**src/rtl/sad_seq.sv**
```systemverilog
// rtl/sad_seq.sv - multi-cycle sum-of-absolute-differences responder
module sad_seq #(
    parameter int LANES = 4,
    parameter int CNT_W = 16
) (
    input  logic             clk,
    input  logic             rst,
    input  logic             in_valid,
    output logic             in_ready,
    input  logic [127:0]     pA,
    input  logic [127:0]     pB,
    output logic             out_valid,
    input  logic             out_ready,
    output logic [11:0]      SAD,
    output logic [CNT_W-1:0] count
);

    localparam int N = 16 / LANES;
    localparam logic [4:0] LAST_IDX = 5'(N - 1);

    typedef enum logic [1:0] {
        IDLE = 2'd0,
        CALC = 2'd1,
        DONE = 2'd2
    } state_t;

    state_t           state_q, state_d;
    logic [127:0]     a_q, a_d;
    logic [127:0]     b_q, b_d;
    logic [11:0]      acc_q, acc_d;
    logic [4:0]       idx_q, idx_d;
    logic [11:0]      sad_q, sad_d;
    logic [CNT_W-1:0] count_q, count_d;
    logic [11:0]      lane_sum;

    // Sum of |A-B| over the LANES bytes selected by the current lane index.
    always_comb begin
        logic [6:0] base;
        logic [7:0] a_byte;
        logic [7:0] b_byte;
        logic [8:0] diff9;
        logic [7:0] abs8;
        lane_sum = '0;
        base     = '0;
        a_byte   = '0;
        b_byte   = '0;
        diff9    = '0;
        abs8     = '0;
        for (int l = 0; l < LANES; l++) begin
            base   = 7'((int'(idx_q) * LANES + l) * 8);
            a_byte = a_q[base +: 8];
            b_byte = b_q[base +: 8];
            // 9-bit subtract; a set borrow bit means B > A, so negate.
            diff9  = {1'b0, a_byte} - {1'b0, b_byte};
            abs8   = diff9[8] ? (~diff9[7:0] + 8'd1) : diff9[7:0];
            lane_sum = lane_sum + {4'b0000, abs8};
        end
    end

    // Next-state and datapath update for the IDLE/CALC/DONE sequence.
    always_comb begin
        state_d = state_q;
        a_d     = a_q;
        b_d     = b_q;
        acc_d   = acc_q;
        idx_d   = idx_q;
        sad_d   = sad_q;
        count_d = count_q;
        case (state_q)
            IDLE: begin
                if (in_valid) begin
                    a_d     = pA;
                    b_d     = pB;
                    acc_d   = '0;
                    idx_d   = '0;
                    state_d = CALC;
                end
            end
            CALC: begin
                if (idx_q == LAST_IDX) begin
                    sad_d   = acc_q + lane_sum;
                    state_d = DONE;
                end else begin
                    acc_d = acc_q + lane_sum;
                    idx_d = idx_q + 5'd1;
                end
            end
            DONE: begin
                // No accept here even on the handshake cycle; IDLE comes first.
                if (out_ready) begin
                    count_d = count_q + CNT_W'(1);
                    state_d = IDLE;
                end
            end
            default: state_d = IDLE;
        endcase
    end

    // State register; reset abandons any in-flight operation.
    always_ff @(posedge clk or posedge rst) begin
        if (rst) begin
            state_q <= IDLE;
            a_q     <= '0;
            b_q     <= '0;
            acc_q   <= '0;
            idx_q   <= '0;
            sad_q   <= '0;
            count_q <= '0;
        end else begin
            state_q <= state_d;
            a_q     <= a_d;
            b_q     <= b_d;
            acc_q   <= acc_d;
            idx_q   <= idx_d;
            sad_q   <= sad_d;
            count_q <= count_d;
        end
    end

    assign in_ready  = (state_q == IDLE);
    assign out_valid = (state_q == DONE);
    assign SAD       = sad_q;
    assign count     = count_q;

endmodule

```
**config.mk**
```make
export PLATFORM = sky130hd
export DESIGN_NAME = sad_seq
export DESIGN_NICKNAME = d
export VERILOG_FILES = /design/src/rtl/sad_seq.sv
export SDC_FILE = /design/constraint.sdc
export NUM_CORES = 1
export LEC_CHECK = 0
export ABC_AREA = 1
export ABC_CLOCK_PERIOD_IN_PS = 23900
export CORE_MARGIN = 2
export CORE_UTILIZATION = 35
export DETAILED_ROUTE_END_ITERATION = 16
export DONT_BUFFER_PORTS = 1
export PLACE_DENSITY = 0.46
export SLEW_MARGIN = 20
export SYNTH_ARGS = -nofsm -noshare
export SYNTH_HDL_FRONTEND = slang
export SYNTH_SLANG_ARGS = --single-unit
```
**constraint.sdc**
```tcl
create_clock -name clk -period 23.9 [get_ports clk]
set_input_delay 3.585 -clock clk [delete_from_list [all_inputs] [get_ports clk]]
set_output_delay 3.585 -clock clk [all_outputs]
set_load 0.05 [all_outputs]
```
==> metrics.md, run 1 <==
| Metric | Value |
|---|---|
| Share of Yosys cell area claimed by the top area cell type | 45.4% |
| Top FF cell, synth | dfrtp_1 |
| Cell Area, Placed | 0.0171 mm^2 |
| Count of flip-flops with a built-in enable after synthesis | 0 |
| CP max-delay cell | buf_4 |
| Global-route total usage across every layer | 18.9% |
| # DRC | 0 |
| Setup crit end | acc_q[9]$_DFFE_PP0P_ |
| Post-route cell area | 0.0184 mm^2 |
| Synthesized flop and latch total | 303 |
| Clock insertion delay at the later pin of the skew report | 580 ps |
| Minimum setup slack among reg-to-reg paths | 17210 ps |
| Sequential element share of the synthesized area | 45.4% |
| TritonCTS clock tree | built |
| Class of the most critical hold timing path | reg -> reg |
| Critical Path RT | 24390 ps |
| Number of endpoints failing setup at the final stage | 0 |
| Synth top cells by count | dfrtp_1 (303), nand2_1 (263), nor2_1 (199), inv_1 (182), mux2_1 (157) |
| Depth of the worst register-to-register path | 30 |
| Unrepaired setup endpoints after global routing | no |
| Deepest level of the CTS H-tree | 2 |
| Clock net sink count | 303 |
| Maximum net fanout on the critical path | 68 |
| Final-report hold violation count | 0 |
| Achievable Freq | 150 MHz |
| Biggest area consumer among synthesized cells | dfrtp_1 |
| Cell types with the largest area share after synthesis | dfrtp_1 (45%), mux2_1 (11%), nand2_1 (5.9%), mux2_2 (4.7%), nor2_1 (4.5%) |
| Average routed wire per standard cell | 19.5 um |
| WP data arrival | 7170 ps |
| Number of buffers inserted for hold repair after clock tree synthesis | 0 |
| Worst-path clk slew | 60 ps |
| Startpoint type of the worst setup path | flip-flop |
| Total detailed-routing wirelength | 46600 um |
| Type of the worst setup path | reg -> reg |
| Setup total negative slack | 0 ps |
| Via density | 5.03 |
| Transition time of the tightest slew-check pin | 1240 ps |
| Mean post-synth cell area | 9.47 um^2 |
| Share of post-route cells with drive strength above 1 | 9.24% |
| Post-cts repair resize count | 0 |
| Gpl congestion | 0.838 |
| Y dimension of the die | 222 um |
| Setup crit end kind | flip-flop |
| Number of global-route vias before repair | 12200 |
| Distinct cell type count after synthesis | 41 |
| Worst slack at placement | 17160 ps |
| Antenna violations before repair | 31 |
| Most frequently used cell type in the post-synthesis netlist | dfrtp_1 |
| Total of warnings raised by yosys | 0 |
| Outcome | finished clean |
| Signed area change from the synthesized netlist to the final layout | 10.2% |
| Setup fix buffers added after clock tree synthesis | 0 |
| Max capacitance violation total | 0 |
| Die ar. | 0.0495 mm^2 |
| Number of optimization iterations in the first detailed-route pass | 6 |
| Standard-cell rows | 80 |
| Buffer levels on the longest clock path | 3 |
| CTS Root Buffer Type | clkbuf_16 |
| Slowest Stage Delay on Critical Path | 700 ps |
| Antenna Violating Nets Remaining | 0 |
| Cell repeated most along the worst path | nand2_1 |
| Worst r2r src | idx_q[0]$_DFFE_PP0P_ |
| Core area | 0.0474 mm^2 |
| Min setup slack post-route | 17210 ps |
| Min cycle time layout | 6690 ps |
| Estimated wirelength of the detail-placed design | 33200 um |
| Number of vias after detailed routing | 12100 |
| Largest net degree at the start of global routing | 188 |
| Count of boundary I/O pins | 290 |
| Max Transition Viols Final | 0 |
| IO buf count | 0 |
| Remaining global-route overflow | 0 |
| Nets | 2077 |
| TritonCTS Buffers | 38 |
| Max-slew headroom at the worst pin | 17.5% |
| Setup Skew | 33.8 ps |
| Width of the chip | 222 um |
| Final clock period utilization by the worst path | 28.0% |
| Critical path launch point | idx_q[0]$_DFFE_PP0P_ |
| First-pass GRT wire length | 72100 um |
| Initial Util | 35.2% |
| Number of design-rule violations left by the first detailed-router iteration | 613 |
| Synth Net Count | 2105 |
| Reg2reg end | acc_q[9]$_DFFE_PP0P_ |
| Proportion of register bits with asynchronous set or reset after synthesis | 100% |
| Instance count of the mapped netlist | 1765 |
| Netlist area before placement | 0.0167 mm^2 |
-- stage by stage --
step | hold slack, ps | std cells | util [%]
CTS | 488 | 2379 | 38.7
global route | 496 | 2385 | 38.8
detailed placement | 476 | 2312 | 36.1
finish | 484 | 2394 | 38.8
floorplan | 456 | 1765 | -
global placement | 468 | 2312 | 36.1
-- cells in the final DEF (no fill, tap or decap), drive strengths merged, types with 2 or more instances in the layout --
cell type / instances
a21oi: 86
a22o: 3
a31oi: 3
a32o: 3
a32oi: 2
and2: 2
buf: 8
clkbuf: 55
clkinv: 8
dfrtp: 303
diode: 15
fa: 27
ha: 53
inv: 187
mux2: 227
nand2: 268
nand3: 72
nand3b: 6
nand4: 18
nor2: 206
nor3: 8
o21a: 2
o21ai: 142
o21bai: 2
o22ai: 31
or2: 4
xnor2: 9
xor2: 25
-- logic make-up after synthesis --
logic type,count (synthesis),synth area share (%)
DFF,303,45.4
buffers and inverters,261,6.84
muxes,227,15.3
xor gates and xnor gates,34,1.78
adders and majority gates,80,7.20
AOI/OAI and AO/OA,276,8.86
and+or+nand+nor,584,14.6
-- final cells by class --
class                   instances  area (um^2)
diodes                         15         37.5
clock buffers                  55         1100
clock inverters                12          135
fillers                      4847        29000
inverters                     185          706
multi-input cells            1201         7990
flip-flops and latches        303         7590
well taps                     615          769
repair buffers                  8         85.1
-- per-layer routing --
layer | up-vias | part of all wire, % | global-route usage (%)
met5 | - | 0.31 | 0
met3 | 86 | 7.1 | 6.29
li1 | 5817 | - | -
met4 | 24 | 1.9 | 5.00
met2 | 269 | 45 | 29.4
met1 | 5857 | 46 | 25.2
-- sequential cells by signal, summed over array words and instances (netlist names) --
name,cells
SAD,12
a_q,128
acc_q,12
b_q,128
count,16
idx_q,5
state_q,2
-- worst min-delay path by stage --
stage                            end  cells after the start  slack, ps                   from
4_1_cts          b_q[75]$_DFFE_PP0P_                      1        490    b_q[75]$_DFFE_PP0P_
2_1_floorplan  acc_q[10]$_DFFE_PP0P_                      2        460  acc_q[10]$_DFFE_PP0P_
6_report         b_q[73]$_DFFE_PP0P_                      1        480    b_q[73]$_DFFE_PP0P_
3_3_place_gp     b_q[75]$_DFFE_PP0P_                      1        470    b_q[75]$_DFFE_PP0P_
3_5_place_dp     b_q[73]$_DFFE_PP0P_                      1        480    b_q[73]$_DFFE_PP0P_
5_1_grt          a_q[34]$_DFFE_PP0P_                      1        500    a_q[34]$_DFFE_PP0P_
-- worst max-delay path: cells and delay by family (launching register included) --
family	cells	cell delay, ps
DFF	1	600
AOI/OAI and AO/OA	3	490
and+or+nand+nor	13	1370
adders and majority gates	7	2670
buffers and inverters	7	1410
Power of run 1 is not shown: default switching activity piles up to over one toggle a cycle in this logic, so the estimate is an artifact.
==> run 2, diff against run 1 <==
ABC_CLOCK_PERIOD_IN_PS = 5700   (was 23900)
PLACE_DENSITY = 0.48   (was 0.46)
clock period = 5.7 ns   (was 23.9 ns; I/O delays follow)
==> run 2 against run 1 <==
Effect of this change: clock-buffer cell count decreased by 1; critical path depth decreased by 4; final area increased by 5.1%.
==> metrics.md, run 2 (synthesis gave the netlist of run 1 again) <==
| Metric | Value |
|---|---|
| Outcome | finished clean (unchanged) |
| Worst-path clk slew | 60 ps (about the same) |
| CP max-delay cell | dfrtp_4 (was buf_4) |
| Transition time of the tightest slew-check pin | 905 ps (was 1240 ps) |
| Most frequent standard cell in the layout excluding fill and tap cells | dfrtp_1 (unchanged) |
| TritonCTS clock tree | built (unchanged) |
| Depth of the worst register-to-register path | 26 (was 30) |
| Unrepaired setup endpoints after global routing | yes (was no) |
| TritonCTS Buffers | 37 (was 38) |
| Global routing met1 resource utilization | 25.1% (was 25.2%) |
| Minimum setup slack among reg-to-reg paths | 240 ps (was 17210 ps) |
| # DRC | 0 (unchanged) |
| Core area | 0.0474 mm^2 (unchanged) |
| Total detailed-routing wirelength | 48100 um (was 46600 um) |
| Critical Path RT | 6180 ps (was 24390 ps) |
| Post-route cell area | 0.0194 mm^2 (was 0.0184 mm^2) |
| Max Transition Viols Final | 0 (unchanged) |
| Initial Util | 35.2% (unchanged) |
| Nets | 2135 (was 2077) |
| Number of design-rule violations left by the first detailed-router iteration | 675 (was 613) |
| Number of endpoints failing setup at the final stage | 0 (unchanged) |
| Share of post-route cells with drive strength above 1 | 15.5% (was 9.24%) |
| Estimated wirelength of the detail-placed design | 34600 um (was 33200 um) |
| WP data arrival | 5940 ps (was 7170 ps) |
| Commonest cells after routing, fill and taps aside | dfrtp_1 (301), nand2_1 (259), nor2_1 (195) (was dfrtp_1 (301), nand2_1 (263), nor2_1 (199)) |
| Count of boundary I/O pins | 290 (unchanged) |
| Global-route total usage across every layer | 18.9% (about the same) |
| Average routed wire per standard cell | 19.7 um (was 19.5 um) |
| Setup Skew | 26.8 ps (was 33.8 ps) |
| Final-report hold violation count | 0 (unchanged) |
| Max capacitance violation total | 0 (unchanged) |
| Slowest Stage Delay on Critical Path | 560 ps (was 700 ps) |
| Clock net sink count | 303 (unchanged) |
| Number of optimization iterations in the first detailed-route pass | 5 (was 6) |
| Antenna violations before repair | 28 (was 31) |
| Standard-cell rows | 80 (unchanged) |
| Y dimension of the die | 222 um (unchanged) |
| Signed area change from the synthesized netlist to the final layout | 15.9% (was 10.2%) |
| Cell Area, Placed | 0.0175 mm^2 (was 0.0171 mm^2) |
| Number of global-route vias before repair | 12400 (was 12200) |
| Buffer levels on the longest clock path | 3 (unchanged) |
| Clock insertion delay at the later pin of the skew report | 560 ps (was 580 ps) |
| Type of the worst setup path | reg -> reg (unchanged) |
| Largest net degree at the start of global routing | 147 (was 188) |
| Width of the chip | 222 um (unchanged) |
| Setup total negative slack | 0 ps (unchanged) |
| Startpoint type of the worst setup path | flip-flop (unchanged) |
| Worst r2r src | idx_q[0]$_DFFE_PP0P_ (unchanged) |
| Min cycle time layout | 5460 ps (was 6690 ps) |
| Met3 track demand over resource in global routing | 6.16% (was 6.29%) |
| Min setup slack post-route | 242 ps (was 17210 ps) |
| Achievable Freq | 183 MHz (was 150 MHz) |
| CTS Root Buffer Type | clkbuf_16 (unchanged) |
| Gpl congestion | 0.880 (was 0.838) |
| First-pass GRT wire length | 72200 um (was 72100 um) |
| Die ar. | 0.0495 mm^2 (unchanged) |
| Antenna Violating Nets Remaining | 0 (unchanged) |
| Deepest level of the CTS H-tree | 2 (unchanged) |
| Reg2reg end | SAD[9]$_DFFE_PP0P_ (was acc_q[9]$_DFFE_PP0P_) |
| M2 GR Usage | 29.4% (about the same) |
| Number of vias after detailed routing | 12400 (was 12100) |
| Final clock period utilization by the worst path | 95.7% (was 28.0%) |
| Max-slew headroom at the worst pin | 39.6% (was 17.5%) |
| IO buf count | 0 (unchanged) |
| Setup crit end kind | flip-flop (unchanged) |
| Class of the most critical hold timing path | in -> async (was reg -> reg) |
| Layer with the highest usage | met2 (unchanged) |
| Remaining global-route overflow | 0 (unchanged) |
| Via density | 5.05 (was 5.03) |
| Maximum net fanout on the critical path | 11 (was 68) |
| Worst slack at placement | 33.7 ps (was 17160 ps) |
-- run 2: changes by cell type in the layout (fill, tap and decap cells not counted), sizes merged --
cell / previous run / this run
buf: 8 / 62
clkbuf: 55 / 59
clkinv: 8 / 11
clkinvlp: 1 / 2
diode: 15 / 9
inv: 187 / 184
-- run 2: worst max path at each step --
stage | from | to | slack [ps] | cells past startpoint
CTS | idx_q[0]$_DFFE_PP0P_ | acc_q[10]$_DFFE_PP0P_ | 50 | 24
floorplan | idx_q[0]$_DFFE_PP0P_ | SAD[7]$_DFFE_PP0P_ | 320 | 31
global placement | idx_q[0]$_DFFE_PP0P_ | SAD[9]$_DFFE_PP0P_ | 80 | 28
finish | idx_q[0]$_DFFE_PP0P_ | SAD[9]$_DFFE_PP0P_ | 240 | 26
global route | idx_q[0]$_DFFE_PP0P_ | acc_q[7]$_DFFE_PP0P_ | -40 | 29
detailed placement | idx_q[0]$_DFFE_PP0P_ | SAD[9]$_DFFE_PP0P_ | 30 | 28
-- run 2: per-stage QoR --
stage,hold WS (ps),util [%],std cells
final,274,40.8,2447
after global routing,305,40.8,2442
after CTS,262,39.5,2420
after detailed placement,474,36.9,2353
after global placement,469,36.9,2353
after floorplan,456,-,1765
-- run 2: what timing repair did --
| item | in CTS | in global routing |
|---|---|---|
| endpoints found under the setup margin | 1 | 16 |
| pin swaps | 0 | 34 |
| hold buffers | 0 | 0 |
| buffers inserted | 0 | 11 |
| resized for setup | 1 | 94 |
| gates cloned | 0 | 7 |
-- run 2: critical path, delay by kind of cell (launching register included) --
kind / cells / cell delay (ps)
flip-flops: 1 / 560
AO/OA/AOI/OAI: 3 / 340
buffers and inverters: 7 / 700
adder cells (fa/ha/maj): 8 / 3040
AND/OR/NAND/NOR: 8 / 730
-- run 2: final cells by class --
cell class / count / area (um^2)
Fill cell: 4746 / 28100
Clock buffer: 54 / 1110
Clock inverter: 13 / 126
Multi-Input combinational cell: 1201 / 8280
Timing Repair Buffer: 67 / 752
Sequential cell: 303 / 7590
Inverter: 185 / 712
Antenna cell: 9 / 22.5
Tap cell: 615 / 769
-- run 2: routing by layer --
metal	share of wire (%)	vias up
met5	0.44	-
met3	7.1	88
met1	44	6010
met2	46	292
met4	1.9	36
li1	-	5928
Power of run 2 is left out for the same reason.
